**config.mk**
```make
export PLATFORM = sky130hd
export DESIGN_NAME = l_transform_pipe
export DESIGN_NICKNAME = d
export VERILOG_FILES = /design/src/rtl/sm4_pkg.sv /design/src/rtl/l_transform_core.sv /design/src/rtl/l_transform_pipe.sv
export SDC_FILE = /design/constraint.sdc
export NUM_CORES = 1
export LEC_CHECK = 0
export ABC_CLOCK_PERIOD_IN_PS = 4200
export CAP_MARGIN = 5
export CORE_AREA = 8 8 88 90
export DETAILED_ROUTE_END_ITERATION = 10
export DIE_AREA = 0 0 96 98
export GPL_TIMING_DRIVEN = 0
export PLACE_DENSITY = 0.84
export SLEW_MARGIN = 15
export SYNTH_ARGS = -nofsm -noshare
export SYNTH_HDL_FRONTEND = slang
export SYNTH_SLANG_ARGS = --single-unit
```
**constraint.sdc**
```tcl
create_clock -name clk -period 4.2 [get_ports clk]
set_input_delay 0.42 -clock clk [delete_from_list [all_inputs] [get_ports clk]]
set_output_delay 0.42 -clock clk [all_outputs]
set_load 0.005 [all_outputs]
```
**src/rtl/sm4_pkg.sv**
```systemverilog
`default_nettype none
// ============================================================================
// Module      : sm4_pkg
// Description : Shared SM4 constants: word width, rotation amounts of the
//               round transform L and the key-expansion transform L', the
//               transform-mode encoding and a word rotate helper.
// Revision    : 1.0 - initial release
// ============================================================================
package sm4_pkg;

    localparam int SM4_WORD_WIDTH = 32;

    // Round linear transform L
    localparam int L_ROT_0 = 2;
    localparam int L_ROT_1 = 10;
    localparam int L_ROT_2 = 18;
    localparam int L_ROT_3 = 24;

    // Key-expansion linear transform L'
    localparam int LKEY_ROT_0 = 13;
    localparam int LKEY_ROT_1 = 23;

    typedef enum logic {
        MODE_L    = 1'b0,   // encrypt/decrypt round
        MODE_LKEY = 1'b1    // key schedule
    } sm4_mode_e;

    function automatic logic [SM4_WORD_WIDTH-1:0] rotl(
        input logic [SM4_WORD_WIDTH-1:0] x,
        input int                        n
    );
        return (x << n) | (x >> (SM4_WORD_WIDTH - n));
    endfunction

endpackage
`default_nettype wire

```
**src/rtl/l_transform_core.sv**
```systemverilog
`default_nettype none
// ============================================================================
// Module      : l_transform_core
// Description : Purely combinational single-word SM4 linear transform.
//               i_mode = MODE_L    : y = x ^ x<<<2 ^ x<<<10 ^ x<<<18 ^ x<<<24
//               i_mode = MODE_LKEY : y = x ^ x<<<13 ^ x<<<23
// Ports       : i_mode  - transform select
//               i_word  - input word
//               o_word  - transformed word
// Revision    : 1.0 - initial release
// ============================================================================
module l_transform_core
    import sm4_pkg::*;
(
    input  logic                      i_mode,
    input  logic [SM4_WORD_WIDTH-1:0] i_word,
    output logic [SM4_WORD_WIDTH-1:0] o_word
);

    logic [SM4_WORD_WIDTH-1:0] w_l;
    logic [SM4_WORD_WIDTH-1:0] w_lkey;

    assign w_l    = i_word ^ rotl(i_word, L_ROT_0) ^ rotl(i_word, L_ROT_1)
                           ^ rotl(i_word, L_ROT_2) ^ rotl(i_word, L_ROT_3);
    assign w_lkey = i_word ^ rotl(i_word, LKEY_ROT_0) ^ rotl(i_word, LKEY_ROT_1);

    assign o_word = (i_mode == MODE_LKEY) ? w_lkey : w_l;

endmodule
`default_nettype wire

```
**src/rtl/l_transform_pipe.sv**
```systemverilog
`default_nettype none
// ============================================================================
// Module      : l_transform_pipe
// Description : LANES-wide SM4 L / L' transform followed by an elastic
//               valid/ready chain of DEPTH register stages. Stage 0 captures
//               the transform result; later stages are elastic delay with
//               bubble collapse. Mode and tag travel with each beat.
// Ports       : clk, rst_n           - clock, async active-low reset
//               flush                - synchronous clear of all stage valids
//               in_valid/in_ready    - input handshake
//               in_mode/in_tag/in_data
//               out_valid/out_ready  - output handshake
//               out_mode/out_tag/out_data
//               occupancy            - number of valid stages
// Revision    : 1.0 - initial release
// ============================================================================
module l_transform_pipe
    import sm4_pkg::*;
#(
    parameter int WORD_WIDTH = 32,
    parameter int LANES      = 1,
    parameter int DEPTH      = 1,
    parameter int TAG_WIDTH  = 4
) (
    input  logic                          clk,
    input  logic                          rst_n,
    input  logic                          flush,
    input  logic                          in_valid,
    output logic                          in_ready,
    input  logic                          in_mode,
    input  logic [TAG_WIDTH-1:0]          in_tag,
    input  logic [LANES*WORD_WIDTH-1:0]   in_data,
    output logic                          out_valid,
    input  logic                          out_ready,
    output logic                          out_mode,
    output logic [TAG_WIDTH-1:0]          out_tag,
    output logic [LANES*WORD_WIDTH-1:0]   out_data,
    output logic [$clog2(DEPTH+1)-1:0]    occupancy
);

    localparam int DW    = LANES * WORD_WIDTH;
    localparam int OCC_W = $clog2(DEPTH + 1);

    // The rotation amounts only make sense for 32-bit words.
    if (WORD_WIDTH != SM4_WORD_WIDTH) begin : g_bad_word_width
        $error("l_transform_pipe: WORD_WIDTH must be %0d", SM4_WORD_WIDTH);
    end

    // ------------------------------------------------------------------
    // Per-lane transform
    // ------------------------------------------------------------------
    logic [DW-1:0] w_xform;

    for (genvar k = 0; k < LANES; k++) begin : g_lane
        l_transform_core u_core (
            .i_mode (in_mode),
            .i_word (in_data[k*WORD_WIDTH +: WORD_WIDTH]),
            .o_word (w_xform[k*WORD_WIDTH +: WORD_WIDTH])
        );
    end

    // ------------------------------------------------------------------
    // Stage registers
    // ------------------------------------------------------------------
    logic [DEPTH-1:0]     r_vld;
    logic                 r_mode [DEPTH];
    logic [TAG_WIDTH-1:0] r_tag  [DEPTH];
    logic [DW-1:0]        r_data [DEPTH];

    // Stage i can take a new beat when any stage from i to the end is
    // empty, or the output is being consumed. This is the unrolled form of
    // "empty or the next stage can accept", which avoids a ripple chain.
    logic [DEPTH-1:0] w_can_acc;
    logic             w_any_empty;

    always_comb begin
        w_any_empty = 1'b0;
        w_can_acc   = '0;
        for (int i = DEPTH - 1; i >= 0; i--) begin
            w_any_empty  = w_any_empty | ~r_vld[i];
            w_can_acc[i] = out_ready | w_any_empty;
        end
    end

    always_ff @(posedge clk or negedge rst_n) begin
        if (!rst_n) begin
            r_vld <= '0;
            for (int i = 0; i < DEPTH; i++) begin
                r_mode[i] <= 1'b0;
                r_tag[i]  <= '0;
                r_data[i] <= '0;
            end
        end else if (flush) begin
            r_vld <= '0;
        end else begin
            // Payload only moves with a valid beat, so bubbles passing
            // through do not disturb the registered data.
            if (w_can_acc[0]) begin
                r_vld[0] <= in_valid;
                if (in_valid) begin
                    r_mode[0] <= in_mode;
                    r_tag[0]  <= in_tag;
                    r_data[0] <= w_xform;
                end
            end
            for (int i = 1; i < DEPTH; i++) begin
                if (w_can_acc[i]) begin
                    r_vld[i] <= r_vld[i-1];
                    if (r_vld[i-1]) begin
                        r_mode[i] <= r_mode[i-1];
                        r_tag[i]  <= r_tag[i-1];
                        r_data[i] <= r_data[i-1];
                    end
                end
            end
        end
    end

    // ------------------------------------------------------------------
    // Outputs
    // ------------------------------------------------------------------
    assign in_ready  = w_can_acc[0] & ~flush;
    assign out_valid = r_vld[DEPTH-1];
    assign out_mode  = r_mode[DEPTH-1];
    assign out_tag   = r_tag[DEPTH-1];
    assign out_data  = r_data[DEPTH-1];
    assign occupancy = OCC_W'($countones(r_vld));

endmodule
`default_nettype wire

```
==> metrics.md <==
| Metric | Value |
|---|---|
| DRT iter0 DRCs | `83` |
| Fmax | `493 MHz` |
| Root Buffer | `clkbuf_8` |
| Cells after DPL | `about 430` |
| Top-count cell post-synth | `xnor2_1` |
| Leading post-synthesis cells by cell area | `dfrtp_1 29%, xnor2_1 19%, xnor3_1 12%` |
| Post-Syn Area | `~0.0033 mm²` |
| Max Clock Skew | `0.00745 ns` |
| Hold WC Path Type | `input port to async pin` |
| Syn Inst Count | `298` |
| Initial DRT Pass Iterations | `4` |
| CTS-repair resized insts | `0` |
| Total number of vias | `2328` |
| CTS Sinks | `38` |
| Final Non-Filler Cells | `442` |
| Data arrival, critical path | `2.21 ns` |
| Ys async rst share | `100%` |
| GRT Total Usage | `19.8%` |
| WL/cell | `19.7 µm` |
| Status | `complete, no violations` |
| Clk buf depth | `2` |
| Critical Path Source Type | `input port` |
| Cell variety after synth | `17` |
| Commonest cells in the netlist | `71 x xnor2_1, 38 x dfrtp_1, 35 x nor2_1` |
| RSZ-0062 raised after global routing | `false` |
| Cts bufs inserted | `5` |
| Max-slew headroom | `62.9%` |
| Met3 wire len | `590 µm` |
| Layout Utilization | `62.7%` |
| GP Congestion | `approximately 0.94` |
| Post-Syn Area per Cell | `11.1 µm²` |
| CTS tree | `yes` |
| WS Path Type | `input port to flip-flop` |
| Initial antenna violation count | `0` |
| Critical Path RT | `between 4 and 5 ns` |
| Power Density | `363 mW/mm²` |
| TNS Setup | `0 ns` |
| Top Metal Used | `met4` |
| Die area | `0.00941 mm²` |
| Setup Buffers After CTS | `0` |
| Ant. Diodes | `0` |
| # nets final | `approximately 400` |
| Global route total overflow | `0` |
| Top cell type's share of synthesized area | `28.9%` |
| Worst vdd ir | `0.210 mV` |
| EDFF count, synth | `0` |
| Routed wl met2 | `4390 µm` |
| Vias in the first global route | `2663` |
| Pleak | `1.85 nW` |
| HPWL after DPL | `6960 µm` |
| Skew-Pair Late Insertion Delay | `0.30 ns` |
| Wl on met1 | `3590 µm` |
| R2R cell count | `5` |
| H-tree levels | `2` |
| Remaining DRCs | `0` |
| WL final | `8730 µm` |
| First-pass GRT wire length | `14000 µm` |
| Die W | `96 µm` |
| Period Utilization, post-route | `48.3%` |
| CP endpoint kind | `flip-flop` |
| Seq cells post-synth | `38` |
| Vias per cell | `5.27` |
| Core Area | `0.00649 mm²` |
| ANT nets after route | `0` |
| Period minus WS final | `2.03 ns` |
| CTS clk-pin slew, worst paths | `0.08 ns` |
| Actual slew at the worst max-slew pin | `around 0.56 ns` |
| Starting Density | `between 50% and 60%` |
| Yosys warnings | `0` |
| Crit path max fanout | `4` |
| Largest net degree at the start of global routing | `26` |
| PortBufs | `55` |
| I/O pin cnt | `82` |
| Area delta synth->final | `23.5%` |
| Maxcap violations | `0` |
| Cell row count | `30` |
| Prevailing post-synth register cell | `dfrtp_1` |
| Final setup fails | `0` |
| Max-slew violations | `0` |
| Fin. Hold Viols | `0` |
| Power Total | `about 0.0015 W` |
| Post-Syn Nets | `340` |
| Fin Hold WS | `0.0244 ns` |
| Layout cells sized above 1 | `14.6%` |
| Seq/Total Area, Yosys | `28.9%` |
| Cell type with the highest aggregate area in the netlist | `dfrtp_1` |
| Cts hold-fix bufs | `0` |
| Die Height | `98 µm` |
==> metrics by stage <==
stage	area (µm²)	setup slack, ns
4_1_cts	4070	2.22
2_1_floorplan	3300	2.64
5_1_grt	4070	2.12
3_3_place_gp	3950	1.86
6_report	4070	2.17
3_5_place_dp	3960	1.91
==> routing by layer <==
metal / vias to the layer above / track usage, %
li1: 1092 / -
met1: 1153 / 24.6
met2: 69 / 32.5
met3: 14 / 4.83
met4: 0 / 5.92
met5: - / 0
==> power by group <==
part           internal (W)  switching (W)
Combinational      0.000397       0.000271
Sequential         0.000447      0.0000444
Clock              0.000175       0.000141
Total               0.00102       0.000456
==> state kept, by name (all words and copies together) (netlist names) <==
signal / count
occupancy: 1
out_mode: 1
out_data: 32
out_tag: 4
==> worst max-delay path, cell delays in order <==
cell and delay [ns]:
clkdlybuf4s50_1 0.55, xnor2_1 0.46, xor3_1 0.40, mux2i_1 0.25, a21oi_1 0.12
==> cell usage in the layout (no fill, tap or decap), types with 2 or more instances in the layout <==
| cell | instances |
|---|---|
| a21oi_1 | 32 |
| buf_2 | 30 |
| clkbuf_1 | 5 |
| clkbuf_2 | 2 |
| clkbuf_8 | 5 |
| clkdlybuf4s50_1 | 54 |
| clkinv_2 | 2 |
| dfrtp_1 | 38 |
| mux2_2 | 5 |
| mux2i_1 | 32 |
| nor2_1 | 35 |
| xnor2_1 | 71 |
| xnor2_2 | 4 |
| xnor3_1 | 17 |
| xor2_1 | 12 |
| xor3_1 | 12 |
==> final timing paths <==
| kind | startpoint | to | slack [ns] |
|---|---|---|---|
| max | in_data[30] | out_data[22] | 2.17 |
| max in group asynchronous | rst_n | out_data[21] | 3.73 |
| min | rst_n | out_data[29] | 0.02 |
| min in group clk | out_tag[1] | out_tag[1] | 0.51 |
| max reg2reg | occupancy | out_data[2] | 2.40 |
| min reg2reg | out_tag[1] | out_tag[1] | 0.51 |
==> kinds of logic (layout without fill, tap and decap cells) <==
family / Yosys count / count (layout) / share of synthesized area (%)
xor+xnor: 117 / 117 / 44.8
buf+inv: 37 / 101 / 5.51
compound gates: 32 / 32 / 4.86
simple gates: 37 / 37 / 4.56
flops: 38 / 38 / 28.9
mux: 37 / 37 / 11.4
==> cell type report <==
class,instances,area [µm²]
Sequential cell,38,951
Clock buffer,5,68.8
Clock inverter,3,40.0
Multi-Input combinational cell,223,2160
Tap cell,80,100
Buffer,37,181
Timing Repair Buffer,56,566
Fill cell,533,2420
Note: power is estimated with default switching activity, not from simulation.
